File: src/rtl/data_bridge_pkg.sv
// data_bridge_pkg: shared FSM state type and bus size encodings for the data bridge
package data_bridge_pkg;
  typedef enum logic [1:0] {IDLE, REQ, WAIT, DONE} state_e;
  localparam logic [1:0] SIZE_BYTE = 2'd0;
  localparam logic [1:0] SIZE_HALF = 2'd1;
  localparam logic [1:0] SIZE_WORD = 2'd2;
endpackage

File: src/rtl/data_bridge_wen_decode.sv
// wen_decode: maps CPU byte enables to bus transfer size and strobes
module wen_decode
  import data_bridge_pkg::*;
(
  input  logic [3:0] wen,
  output logic [1:0] size,
  output logic [3:0] wstrb
);
  logic one_byte, two_byte;
  assign one_byte = (wen == 4'b0001) | (wen == 4'b0010) | (wen == 4'b0100) | (wen == 4'b1000);
  assign two_byte = (wen == 4'b0011) | (wen == 4'b1100);
  // Reads and irregular patterns both go out as word transfers; wen==0 yields zero strobes
  assign size  = one_byte ? SIZE_BYTE : two_byte ? SIZE_HALF : SIZE_WORD;
  assign wstrb = wen;
endmodule

File: src/rtl/data_bridge.sv
// data_bridge: single-outstanding CPU MEM-stage to request/response bus bridge
module data_bridge
  import data_bridge_pkg::*;
#(
  parameter int ADDR_W = 32,
  parameter int DATA_W = 32
) (
  input  logic              clk,
  input  logic              rst,
  input  logic              data_en,
  input  logic [3:0]        data_wen,
  input  logic [ADDR_W-1:0] data_addr,
  input  logic [DATA_W-1:0] data_wdata,
  output logic [DATA_W-1:0] data_rdata,
  input  logic              flush,
  output logic              stall_o,
  output logic              bus_req,
  output logic              bus_wr,
  output logic [1:0]        bus_size,
  output logic [3:0]        bus_wstrb,
  output logic [ADDR_W-1:0] bus_addr,
  output logic [DATA_W-1:0] bus_wdata,
  input  logic              bus_addr_ok,
  input  logic              bus_data_ok,
  input  logic [DATA_W-1:0] bus_rdata,
  output logic [15:0]       stall_cycles
);
  state_e            state_q, state_d;
  logic [ADDR_W-1:0] addr_q, addr_d;
  logic [3:0]        wen_q, wen_d;
  logic [DATA_W-1:0] wdata_q, wdata_d, rdata_q, rdata_d;
  logic              discard_q, discard_d;
  logic [15:0]       stall_cnt_q, stall_cnt_d;
  logic              take, is_read;
  assign take    = data_en & ~flush;
  assign is_read = (wen_q == 4'b0000);
  // A discarded access is drained silently, so the pipeline is not held for it
  assign stall_o = (state_q == REQ) | ((state_q == WAIT) & ~discard_q) | ((state_q == IDLE) & take);
  assign bus_req    = (state_q == REQ);
  assign bus_wr     = ~is_read;
  assign bus_addr   = addr_q;
  assign bus_wdata  = wdata_q;
  assign data_rdata = rdata_q;
  assign stall_cycles = stall_cnt_q;
  wen_decode u_wen_decode (
    .wen   (wen_q),
    .size  (bus_size),
    .wstrb (bus_wstrb)
  );
  always_comb begin
    state_d     = state_q;
    addr_d      = addr_q;
    wen_d       = wen_q;
    wdata_d     = wdata_q;
    rdata_d     = rdata_q;
    discard_d   = discard_q;
    stall_cnt_d = (stall_o && stall_cnt_q != 16'hFFFF) ? stall_cnt_q + 16'd1 : stall_cnt_q;
    case (state_q)
      IDLE: if (take) begin
        state_d = REQ;
        addr_d  = data_addr;
        wen_d   = data_wen;
        wdata_d = data_wdata;
      end
      REQ: if (bus_addr_ok) begin
        state_d   = flush ? (bus_data_ok ? IDLE : WAIT) : (bus_data_ok ? DONE : WAIT);
        discard_d = flush & ~bus_data_ok;
        rdata_d   = (~flush & bus_data_ok & is_read) ? bus_rdata : rdata_q;
      end else if (flush) begin
        state_d = IDLE;
      end
      WAIT: if (bus_data_ok) begin
        state_d   = (discard_q | flush) ? IDLE : DONE;
        discard_d = 1'b0;
        rdata_d   = (~discard_q & ~flush & is_read) ? bus_rdata : rdata_q;
      end else if (flush) begin
        discard_d = 1'b1;
      end
      default: state_d = IDLE;
    endcase
  end
  always_ff @(posedge clk or posedge rst) begin
    if (rst) begin
      state_q     <= IDLE;
      addr_q      <= '0;
      wen_q       <= '0;
      wdata_q     <= '0;
      rdata_q     <= '0;
      discard_q   <= 1'b0;
      stall_cnt_q <= '0;
    end else begin
      state_q     <= state_d;
      addr_q      <= addr_d;
      wen_q       <= wen_d;
      wdata_q     <= wdata_d;
      rdata_q     <= rdata_d;
      discard_q   <= discard_d;
      stall_cnt_q <= stall_cnt_d;
    end
  end
endmodule

File: config.mk
export PLATFORM = sky130hd
export DESIGN_NAME = data_bridge
export DESIGN_NICKNAME = d
export VERILOG_FILES = /design/src/rtl/data_bridge_pkg.sv /design/src/rtl/data_bridge_wen_decode.sv /design/src/rtl/data_bridge.sv
export SDC_FILE = /design/constraint.sdc
export NUM_CORES = 1
export LEC_CHECK = 0
export CORE_MARGIN = 5
export CORE_UTILIZATION = 42
export CTS_CLUSTER_SIZE = 24
export DETAILED_ROUTE_END_ITERATION = 10
export GPL_TIMING_DRIVEN = 0
export PLACE_DENSITY = 0.81
export SETUP_SLACK_MARGIN = 0.15
export SYNTH_ARGS = -nofsm -noshare
export SYNTH_HDL_FRONTEND = slang
export SYNTH_SLANG_ARGS = --single-unit
export TNS_END_PERCENT = 100
File: constraint.sdc
create_clock -name clk -period 4.1 [get_ports clk]
set_input_delay 0.615 -clock clk [delete_from_list [all_inputs] [get_ports clk]]
set_output_delay 0.615 -clock clk [all_outputs]
set_load 0.02 [all_outputs]
Yosys cells after proc, flatten, opt, wreduce, memory -nomap -nowiden
Index checks and enable logic that the tools add are counted.

storage, ports and cells
  logic and storage cells = 71
  output and inout port bits = 121
  input port bits = 106
  register bits after elaboration = 119

operators by class
  bitwise gates (word level) = 19
  muxes and demuxes = 20
  reduce and logical (&&, ||, !) cells = 8
  equality and inequality tests = 16
  $add $sub $neg = 1

operator list
  cell                   count
  $mux 32                4
  $pmux 32 s2            1
  $mux 2                 9
  $add 16x1->16 const B  1
  $ne 16x16->1 const B   1
  $and 1x1->1            8
  $eq 4x2->1 const B     2
  $eq 4x4->1 const B     2
  $or 1x1->1             7
  $ne 2x1->1 const B     3
  $pmux 2 s3             1
  $reduce_and 3->1       2
  $reduce_and 5->1       1
  $eq 4x1->1 const B     1
  $eq 4x3->1 const B     1
  $logic_not 4->1        1
  $mux 1                 4
  $ne 2x2->1 const B     2
  $not 1->1              4
  $ne 3x2->1 const B     1
  $ne 3x3->1 const B     1
  $eq 2x1->1 const B     1
  $eq 2x2->1 const B     1
  $logic_not 2->1        1
  4 further kinds        4

Longest topological paths before layout
Gate-level depths: netlist of run 1.

  depth after elaboration = 6
  gate-level depth with buffers = 7
  mapped depth without buffers = 6

Hierarchy
From an unflattened synthesis of run 1, not the netlist that was laid out.

unflattened totals
  cell total of the unflattened synthesis = 327
  area, all modules = 5004.8 um2

by module, submodules not included
  module       cells an instance  area each (um2)  times used  sequential area each (um2)
  data_bridge  318                4939.7           1           2977.9
  wen_decode   9                  65.1             1           0.0

Worst setup path after synthesis of run 1
OpenSTA, ideal clock, no wires.

  path type = input to output
  from = in flush
  to = out stall_o
  path buffers = 2
  cell stages on the path = 5
  data arrival time = 1.653 ns
  data required time = 3.485 ns
  slack = 1.832 ns
  path through = buf_2 and3b_1 buf_2 nor3_1 inv_1

on the way
  cells in the longest elaborated chain, start to end = 4

ends and longest elaborated chain
  what         line               text
  from (decl)  data_bridge.sv:15  input logic flush,
  $not 1->1    data_bridge.sv:35  assign take = data_en & ~flush;
  $and 1x1->1  data_bridge.sv:35
  $and 1x1->1  data_bridge.sv:38  assign stall_o = (state_q == REQ) | ((state_q == WAIT) & ~discard_q) | ((state_q == IDLE) & take);
  $or 1x1->1   data_bridge.sv:38
  to (decl)    data_bridge.sv:16  output logic stall_o,

Every way passes these cells.

Worst setup path after layout of run 1
  from = reg state_q[0]
  to = out stall_o

on the way
  cells in the longest elaborated chain, start to end = 4
  elaborated cells on any way between the ends = 7
  classes of those cells = eq/ne (2); bitwise (4); reduce/logical (1)

ends and longest elaborated chain
  what                    line               text
  from (decl)             data_bridge.sv:28  state_e state_q, state_d;
  from (signal assigned)  data_bridge.sv:92  state_q <= state_d;
  $eq 2x2->1              data_bridge.sv:38
  $and 1x1->1             data_bridge.sv:38
  $or 1x1->1              data_bridge.sv:38
  $or 1x1->1 *            data_bridge.sv:38

Every way passes the cells marked *; elsewhere a longest branch is shown, timed or not.

==> flow_summary.toml, run 1 <==
[synth]
yosys.area.top_type = "dfrtp_1"
ys_warn_count = 0
synth_area_mm2 = 0.005005
syn-num-nets = 440
synth_top_area_share_pct = 59.50
yosysMostFrequentCell = "dfrtp_1"
ys_dominant_reg_cell = "dfrtp_1"
yosysSeqAreaShare_pct = 59.50
yosysUniqueCellTypes = 40
synth_edf_count = 0
yosys-top-cells-area = "dfrtp_1, mux2_2, mux2_4"
async_flop_share_pct = 100.0
avgSynthCellArea_um2 = 15.21
synth_common_cells = "dfrtp_1, mux2_2, mux2_4"
ys_ff_latch = 119
synthCells = 329

[critical_path]
worstPathRequired_ns = 3.48
cp.arrival_ns = 2.54
path_buf_inv = 4
critPathKind = "flip-flop to output port"
slowest_delay_ns = 0.56
crit_path_top_delay_cell = "clkdlybuf4s50_1"
r2r_setup_slack_ns = 1.96
timing.rr.start = "state_q[0]$_DFFE_PP0P_"
path_common_cell = "inv_1"
cp_top_family = "buffers and inverters"
crit_fanout = 8
critPathCaptureType = "output port"
reg2regPathDepth = 7
crit_path_cell_trace = "inv_1 > ha_1 > and3b_1 > buf_2 > nor3_1 > inv_1 > clkdlybuf4s50_1"
r2r-end = "bus_addr[26]$_DFFE_PP0P_"
start_kind = "flip-flop"

[clocking]
hold_buffers = 0
htree_levels = 4
post-cts-setup-buffer-count = 0
root_buffer = "clkbuf_16"
clkLatencyLatePin_ns = 0.41
cts-resized-gates = 0
clock-sinks = 119
clk_pin_slew_ns = 0.05
cts_buffers = 17
tritoncts = "built"
clock_path_buffers = 2

[sta]
max-slew-margin-rel_pct = 61.43
worst_pin_slew_ns = 0.5785
period_needed_ns = 3.160
fmax_mhz = 316.5
fin_tns_setup_ns = 0
slew_violations = 0
rsz0062_at_grt = "no"
finalHoldViolations = 0
finalClockSkew_ns = 0.006753
period_share_pct = 77.07
setup_violations = 0

[grt]
antenna_found_initial = 0
grt_start_max_net_pins = 64
grtUsageTotal_pct = 18.62
grt_pass1_wl_um = 20890
overflow = 0
grt_pass1_vias = 4059

[pwr]
p_per_area_mw_per_mm2 = 870.8
p_leak_nw = 3.478
ir_worst_vdd_v = 0.0005127

[detailed_routing]
ant_nets = 0
drt_wl_total_um = 13130
drt_iter0_drc = 177
drc = 0
avgRoutedWirePerCell_um = 18.11
vias = 3609
vias_per_cell = 4.978
first_pass_iters = 4

[min_path]
holdPathStages = 1
min_from = "bus_addr[9]$_DFFE_PP0P_"
hp-class = "flip-flop to flip-flop"
holdPathEnd = "bus_addr[9]$_DFFE_PP0P_"

[layout]
nNetsFinal = 685
syn_to_final_growth_pct = 59.90
multi_input_area_mm2 = 0.001919
nFillCells = 820
layout-drive-gt1-share_pct = 24.40
seq_area_mm2 = 0.002978
finish.instance_area_mm2 = 0.008003
diodes = 0

[floorplanning]
rows = 39
die_area_mm2 = 0.01420
start_util_pct = 43.28
dieHeight_um = 119.2
coreArea_mm2 = 0.01156
num_io_pins = 227
fp.dieW_um = 119.2

[placement]
io_buffers = 225
place.gp.congestion = 0.8084
postPlaceCellArea_mm2 = 0.007468
hpwl_um = 9868

[job]
cap_viol_max_count = 0

[run_status]
status = "completed"
[per-layer routing]
metal,global-route usage (%),wire [um]
met5,0,0
met4,7.386,224
met3,9.621,1478
met2,30.24,6345
met1,20.78,5079
[cells by family after synthesis]
logic type	share of synthesized area, %
AOI/OAI and AO/OA	3.400
xor gates and xnor gates	2.450
adders and majority gates	1.250
buffers and inverters	2.150
DFF	59.50
muxes	25.87
and+or+nand+nor	5.375
[where the power goes]
part	internal, W	leakage, nW	switching, W
logic	0.00194	1.78	0.00158
clock network	0.000873	0.269	0.000470
registers	0.00175	1.42	0.000351
[cells in the final DEF (no fill, tap or decap), types with 2 or more instances in the layout]
master,Yosys,layout
o211ai_1,2,2
mux2_1,5,5
dfrtp_1,119,119
o21ai_0,2,2
clkbuf_16,0,17
clkinv_2,0,4
a21oi_1,3,3
nor3_1,5,5
inv_1,7,6
buf_1,4,4
clkbuf_8,0,4
clkbuf_1,2,3
ha_1,5,5
xor2_1,12,12
clkdlybuf4s50_1,0,225
mux2_4,30,30
a211oi_1,7,7
buf_6,3,3
and3_1,4,4
buf_2,5,5
nand4_1,3,3
nor4_1,2,2
nand2b_1,3,3
nand2_1,9,9
mux2_2,70,70
xnor2_1,2,2
nand3_1,4,4
nor2_1,5,5
[how the worst max path moves through the flow]
stage,endpoint,startpoint,slack (ns),cells after the start
global placement,data_rdata[10]$_DFFE_PP0P_,rst,-1.23,2
global route,stall_o,state_q[0]$_DFFE_PP0P_,0.76,7
floorplan,bus_addr[0]$_DFFE_PP0P_,rst,0.33,1
detailed placement,stall_o,data_en,1.0,6
finish,stall_o,state_q[0]$_DFFE_PP0P_,0.94,7
CTS,stall_o,state_q[0]$_DFFE_PP0P_,0.91,7
[through the flow]
stage          std cells  power (W)  util, %  hold WS [ns]  setup slack (ns)
2_1_floorplan        329   0.004087        -        0.5291            0.3275
3_3_place_gp         697   0.005563    64.30        0.4796            -1.234
3_5_place_dp         698   0.005668    64.58        0.4940            0.9958
4_1_cts              725   0.007053    69.20        0.5055            0.9092
5_1_grt              725   0.007331    69.20        0.5092            0.7588
6_report             725   0.006969    69.20        0.5016            0.9402
[final cells by class]
| class | count | share of cell area, % |
|---|---|---|
| plain buffers | 14 | 1.016 |
| clock buffers | 22 | 6.051 |
| clock inverters | 5 | 0.6254 |
| inverters | 7 | 0.3909 |
| multi-input cells | 189 | 23.98 |
| flip-flops and latches | 119 | 37.21 |
| well taps | 143 | 2.236 |
| repair buffers | 226 | 28.49 |
[flip-flops by register name (all words and copies together) (netlist names)]
name / count
wen_q: 4
data_rdata: 32
bus_wdata: 32
discard_q: 1
state_q: 2
bus_addr: 32
stall_cycles: 16
(Power assumes the default switching activity.)
==> inputs of run 2 (changes only) <==
Settings changed: CORE_UTILIZATION 42 to 38, PLACE_DENSITY 0.81 to 0.77.
Clock period 4.1 ns to 2.8 ns, I/O delays scaled along.
==> run 2 against run 1 <==
  * Utilization decreased by 7.1 points
  * First-iteration DRC count shrank 45%
  * Cell count up 5.5%
  * Final area up 1.6%
  * Sequential power grew 46%
  * Power is 48% higher
  * Non-clock buffer count rose by 2
  * Combinational power rose by 46%
  * Critical path depth did not move
  * Critical endpoint unchanged
==> flow_summary.toml, run 2 (synthesized netlist as in run 1, its figures left out) <==
[pwr]
comb_power_share_pct = 50.1
p_leak_nw = 3.500
p_per_area_mw_per_mm2 = 1269
ir_worst_vdd_v = 0.0006181
seqPwrFrac_pct = 29.8
switching_share_pct = 34.64
clock_power_share_pct = 20.2
switching_power_w = 0.003572
p_int_w = 0.006740

[floorplanning]
die_area_mm2 = 0.01557
dieHeight_um = 124.8
fp.dieW_um = 124.8
coreArea_mm2 = 0.01309
rows = 42
start_util_pct = 38.25
num_io_pins = 227

[critical_path]
critPathKind = "flip-flop to output port"
path_depth = 7
start_kind = "flip-flop"
slowest_delay_ns = 0.39
path_common_cell = "inv_1"
critical_path.endpoint = "stall_o"
timing.rr.start = "state_q[0]$_DFFE_PP0P_"
critPathCaptureType = "output port"
cp.arrival_ns = 2.05
crit_path_top_delay_cell = "dfrtp_1"
r2r_setup_slack_ns = 0.60
reg2regPathDepth = 7
worstPathRequired_ns = 2.38
path_buf_inv = 4
r2r-end = "bus_addr[30]$_DFFE_PP0P_"
crit_fanout = 8
startpoint = "state_q[0]$_DFFE_PP0P_"
crit_path_cell_trace = "inv_1 > ha_1 > and3b_1 > buf_2 > nor3_4 > inv_1 > dlygate4sd2_1"
cp_top_family = "buffers and inverters"

[run_status]
status = "completed"

[placement]
io_buffers = 225
place_ws_ns = 0.04331
hpwl_um = 9872
place.gp.congestion = 0.7754

[layout]
layout_common_cells = "clkdlybuf4s50_1, dfrtp_1, mux2_2, mux2_4, clkbuf_16"
layout-drive-gt1-share_pct = 25.47
syn_to_final_growth_pct = 62.43
seq_area_mm2 = 0.002978
diodes = 0
nFillCells = 990
multi_input_area_mm2 = 0.001933
final_common_cell = "clkdlybuf4s50_1"
nNetsFinal = 687

[sta]
finalClockSkew_ns = 0.006358
setup_violations = 0
finalHoldViolations = 0
worst_slack_ns = 0.3310
slew_violations = 0
fmax_mhz = 405.0
period_share_pct = 88.18
period_needed_ns = 2.469
fin_tns_setup_ns = 0
max-slew-margin-rel_pct = 63.07
rsz0062_at_grt = "no"
worst_pin_slew_ns = 0.5493

[grt]
overflow = 0
grt_pass1_wl_um = 21020
grtUsageTotal_pct = 16.90
grt_start_max_net_pins = 43
antenna_found_initial = 0
grt_pass1_vias = 4053

[detailed_routing]
first_pass_iters = 4
vias = 3642
drc = 0
drt_iter0_drc = 98
ant_nets = 0
vias_per_cell = 4.761
avgRoutedWirePerCell_um = 16.78
drt_wl_total_um = 12840

[clocking]
hold_buffers = 0
tritoncts = "built"
cts_buffers = 17
clkLatencyLatePin_ns = 0.40
htree_levels = 4
clock_path_buffers = 2
clk_pin_slew_ns = 0.05
clock-sinks = 119
root_buffer = "clkbuf_16"

[job]
cap_viol_max_count = 0

[min_path]
hp-class = "input pin to flip-flop"
-- run 2: cell count changes in the layout (fill, tap and decap cells not counted), moves of 3 or more --
cell        before  now
clkinv_4         0    3
clkinvlp_4       0    4
clkbuf_8         4    1
buf_12           0    3
-- run 2: power by group through the flow --
stage,Sequential (W),Clock [W],Combinational (W)
floorplan,0.00401,0,0.00198
global placement,0.00304,0,0.00511
detailed placement,0.00310,0,0.00520
CTS,0.00308,0.00214,0.00524
global route,0.00319,0.00223,0.00544
finish,0.00307,0.00208,0.00516
-- run 2: worst min-delay path by stage --
stage,start,endpoint,cells after the start
CTS,flush,discard_q$_DFFE_PP0P_,3
global placement,data_rdata[31]$_DFFE_PP0P_,data_rdata[31]$_DFFE_PP0P_,1
floorplan,discard_q$_DFFE_PP0P_,discard_q$_DFFE_PP0P_,2
global route,flush,discard_q$_DFFE_PP0P_,3
finish,flush,discard_q$_DFFE_PP0P_,3
detailed placement,data_rdata[31]$_DFFE_PP0P_,data_rdata[31]$_DFFE_PP0P_,1
-- run 2: layout make-up --
cell class / count / share of cell area (%)
plain buffers: 14 / 1.000
clock buffers: 20 / 5.495
clock inverters: 12 / 1.585
inverters: 7 / 0.3694
multi-input cells: 189 / 23.78
flip-flops and latches: 119 / 36.63
well taps: 176 / 2.709
repair buffers: 228 / 28.43
-- run 2: metal layers --
metal | routed length, um | global-route usage, %
met1 | 5062 | 18.96
met2 | 6135 | 27.42
met3 | 1295 | 8.148
met4 | 341 | 7.221
met5 | 0 | 0
-- run 2: worst reg2reg max path, stage by stage, from the launching register on --
cell and delay, ns:
dfrtp_1 0.41, inv_1 0.10, ha_1 0.18, and3b_1 0.15, buf_2 0.26, buf_2 0.32, buf_2 0.30, mux2_2 0.37
-- run 2: repair_timing --
action / in CTS / in global routing
hold endpoints to repair: 0 / 0
endpoints found under the setup margin: 1 / 1
pin swaps: 0 / 1
resized for setup: 4 / 0
setup buffers: 0 / 0
-- run 2: per-stage QoR --
step           instances  cell area, um2  hold slack (ns)  util, %  power [W]
6_report             765            8129           0.3738    62.12    0.01031
3_5_place_dp         733            7541           0.4874    57.63   0.008301
2_1_floorplan        329            5009           0.5291        -   0.005986
5_1_grt              765            8129           0.3679    62.12    0.01086
3_3_place_gp         730            7481           0.4775    57.17   0.008150
4_1_cts              765            8129           0.3490    62.12    0.01046
==> inputs of run 3 (changes only) <==
Settings changed: CORE_ASPECT_RATIO set to 0.9.
==> run 3 against run 2 <==
  * Global-route usage up 0.44 points
  * Worst setup slack worse by 0.045 ns
  * Clock skew up 0.00074 ns
  * Register-to-register slack better by 0.05 ns
  * Flip-flop and latch count unchanged
  * Utilization up 1.2 points
  * Largest cell class unchanged
==> flow_summary.toml, run 3 (synthesized netlist as in run 1, its figures left out) <==
[critical_path]
crit_fanout = 8
cp_top_family = "buffers and inverters"
crit_path_cell_trace = "inv_1 > ha_1 > and3b_1 > buf_2 > nor3_4 > inv_1 > dlygate4sd2_1"
timing.rr.start = "state_q[1]$_DFFE_PP0P_"
start_kind = "flip-flop"
path_common_cell = "inv_1"
critPathCaptureType = "output port"
critPathKind = "flip-flop to output port"
startpoint = "state_q[0]$_DFFE_PP0P_"
path_buf_inv = 4
crit_path_top_delay_cell = "dfrtp_1"
cp.arrival_ns = 2.09
worstPathRequired_ns = 2.38
slowest_delay_ns = 0.39

[grt]
grtUsageTotal_pct = 17.33
antenna_found_initial = 0
grt_start_max_net_pins = 44
grt_pass1_wl_um = 20940
overflow = 0
grt_pass1_vias = 4054

[pwr]
switching_power_w = 0.003596
comb_power_share_pct = 49.8
switching_share_pct = 34.51
p_per_area_mw_per_mm2 = 1286
p_int_w = 0.006824
p_leak_nw = 3.495
ir_worst_vdd_v = 0.0007651
clock_power_share_pct = 20.6
seqPwrFrac_pct = 29.6

[detailed_routing]
drt_wl_total_um = 13340
first_pass_iters = 4
ant_nets = 0
vias = 3610
drt_iter0_drc = 106
avgRoutedWirePerCell_um = 17.73
drc = 0
vias_per_cell = 4.801

[clocking]
tritoncts = "built"
root_buffer = "clkbuf_16"
hold_buffers = 0
clkLatencyLatePin_ns = 0.41
clock_path_buffers = 2
htree_levels = 4
clock-sinks = 119
cts_buffers = 17
clk_pin_slew_ns = 0.05

[sta]
slew_violations = 0
hold_ws_ns = 0.3903
worst_slack_ns = 0.2862
period_needed_ns = 2.514
fin_tns_setup_ns = 0
worst_pin_slew_ns = 0.9113
rsz0062_at_grt = "no"
period_share_pct = 89.78
finalHoldViolations = 0
finalClockSkew_ns = 0.007096
fmax_mhz = 397.8
setup_violations = 0
max-slew-margin-rel_pct = 39.12

[floorplanning]
num_io_pins = 227
start_util_pct = 39.15
fp.dieW_um = 131.0
dieHeight_um = 118.9
rows = 39
die_area_mm2 = 0.01557
coreArea_mm2 = 0.01278

[placement]
place.gp.congestion = 0.8222
place_ws_ns = 0.03752
hpwl_um = 10080
io_buffers = 225

[layout]
diodes = 0
layout_common_cells = "clkdlybuf4s50_1, dfrtp_1, mux2_2, mux2_4, clkbuf_16"
final_common_cell = "clkdlybuf4s50_1"
nNetsFinal = 686
final_core_util_pct = 63.37
layout-drive-gt1-share_pct = 24.83
syn_to_final_growth_pct = 61.88

[min_path]
hp-class = "input pin to flip-flop"
min_from = "flush"

[run_status]
status = "completed"

[job]
cap_viol_max_count = 0
[run 3: cell types whose count changed in the layout (fill, tap and decap cells not counted), sizes merged]
| cell | previous run | this run |
|---|---|---|
| clkinv | 7 | 4 |
| clkinvlp | 4 | 3 |
| bufinv | 2 | 3 |
| buf | 15 | 14 |
| clkbuf | 22 | 25 |
[run 3: what timing repair did]
action	4_1_cts	5_1_grt
resized for setup	4	0
setup endpoints to repair	1	0
buffers inserted	0	0
[run 3: layer usage]
layer / global-route usage, % / wire length [um]
met5: 0 / 0
met1: 18.82 / 4879
met2: 29.73 / 6819
met3: 7.565 / 1409
met4: 6.362 / 227
[run 3: layout make-up]
| class | instances | area (um2) |
|---|---|---|
| fillers | 950 | 4683 |
| flip-flops and latches | 119 | 2978 |
| repair buffers | 227 | 2291 |
| multi-input cells | 189 | 1933 |
| clock buffers | 23 | 457.9 |
| well taps | 164 | 205.2 |
| clock inverters | 9 | 125.1 |
| plain buffers | 14 | 81.33 |
| inverters | 7 | 30.03 |
[run 3: power groups by stage]
stage,Clock (W),Sequential (W),Combinational (W)
2_1_floorplan,0,0.00401,0.00198
3_3_place_gp,0,0.00305,0.00512
3_5_place_dp,0,0.00310,0.00523
4_1_cts,0.00220,0.00309,0.00526
5_1_grt,0.00230,0.00320,0.00548
6_report,0.00215,0.00308,0.00519
[run 3: metrics by stage]
stage / total power, W / instances / area (um2)
floorplan: 0.005986 / 329 / 5009
global placement: 0.008168 / 718 / 7466
detailed placement: 0.008323 / 720 / 7506
CTS: 0.01056 / 752 / 8102
global route: 0.01097 / 752 / 8102
finish: 0.01042 / 752 / 8102
[run 3: worst paths after layout]
kind	to	slack, ns	cells after the start
hold / removal	discard_q$_DFFE_PP0P_	0.39	3
setup / recovery	stall_o	0.29	7
max in group asynchronous	stall_cycles[9]$_DFFE_PP0P_	1.56	3
min in group asynchronous	data_rdata[26]$_DFFE_PP0P_	0.54	2
hold reg to reg	data_rdata[30]$_DFFE_PP0P_	0.49	1
setup reg to reg	bus_addr[20]$_DFFE_PP0P_	0.65	7
[run 3: worst min-delay path: stages]
cell and delay (ns):
buf_2 0.16, nand4b_1 0.12, nand2_1 0.06
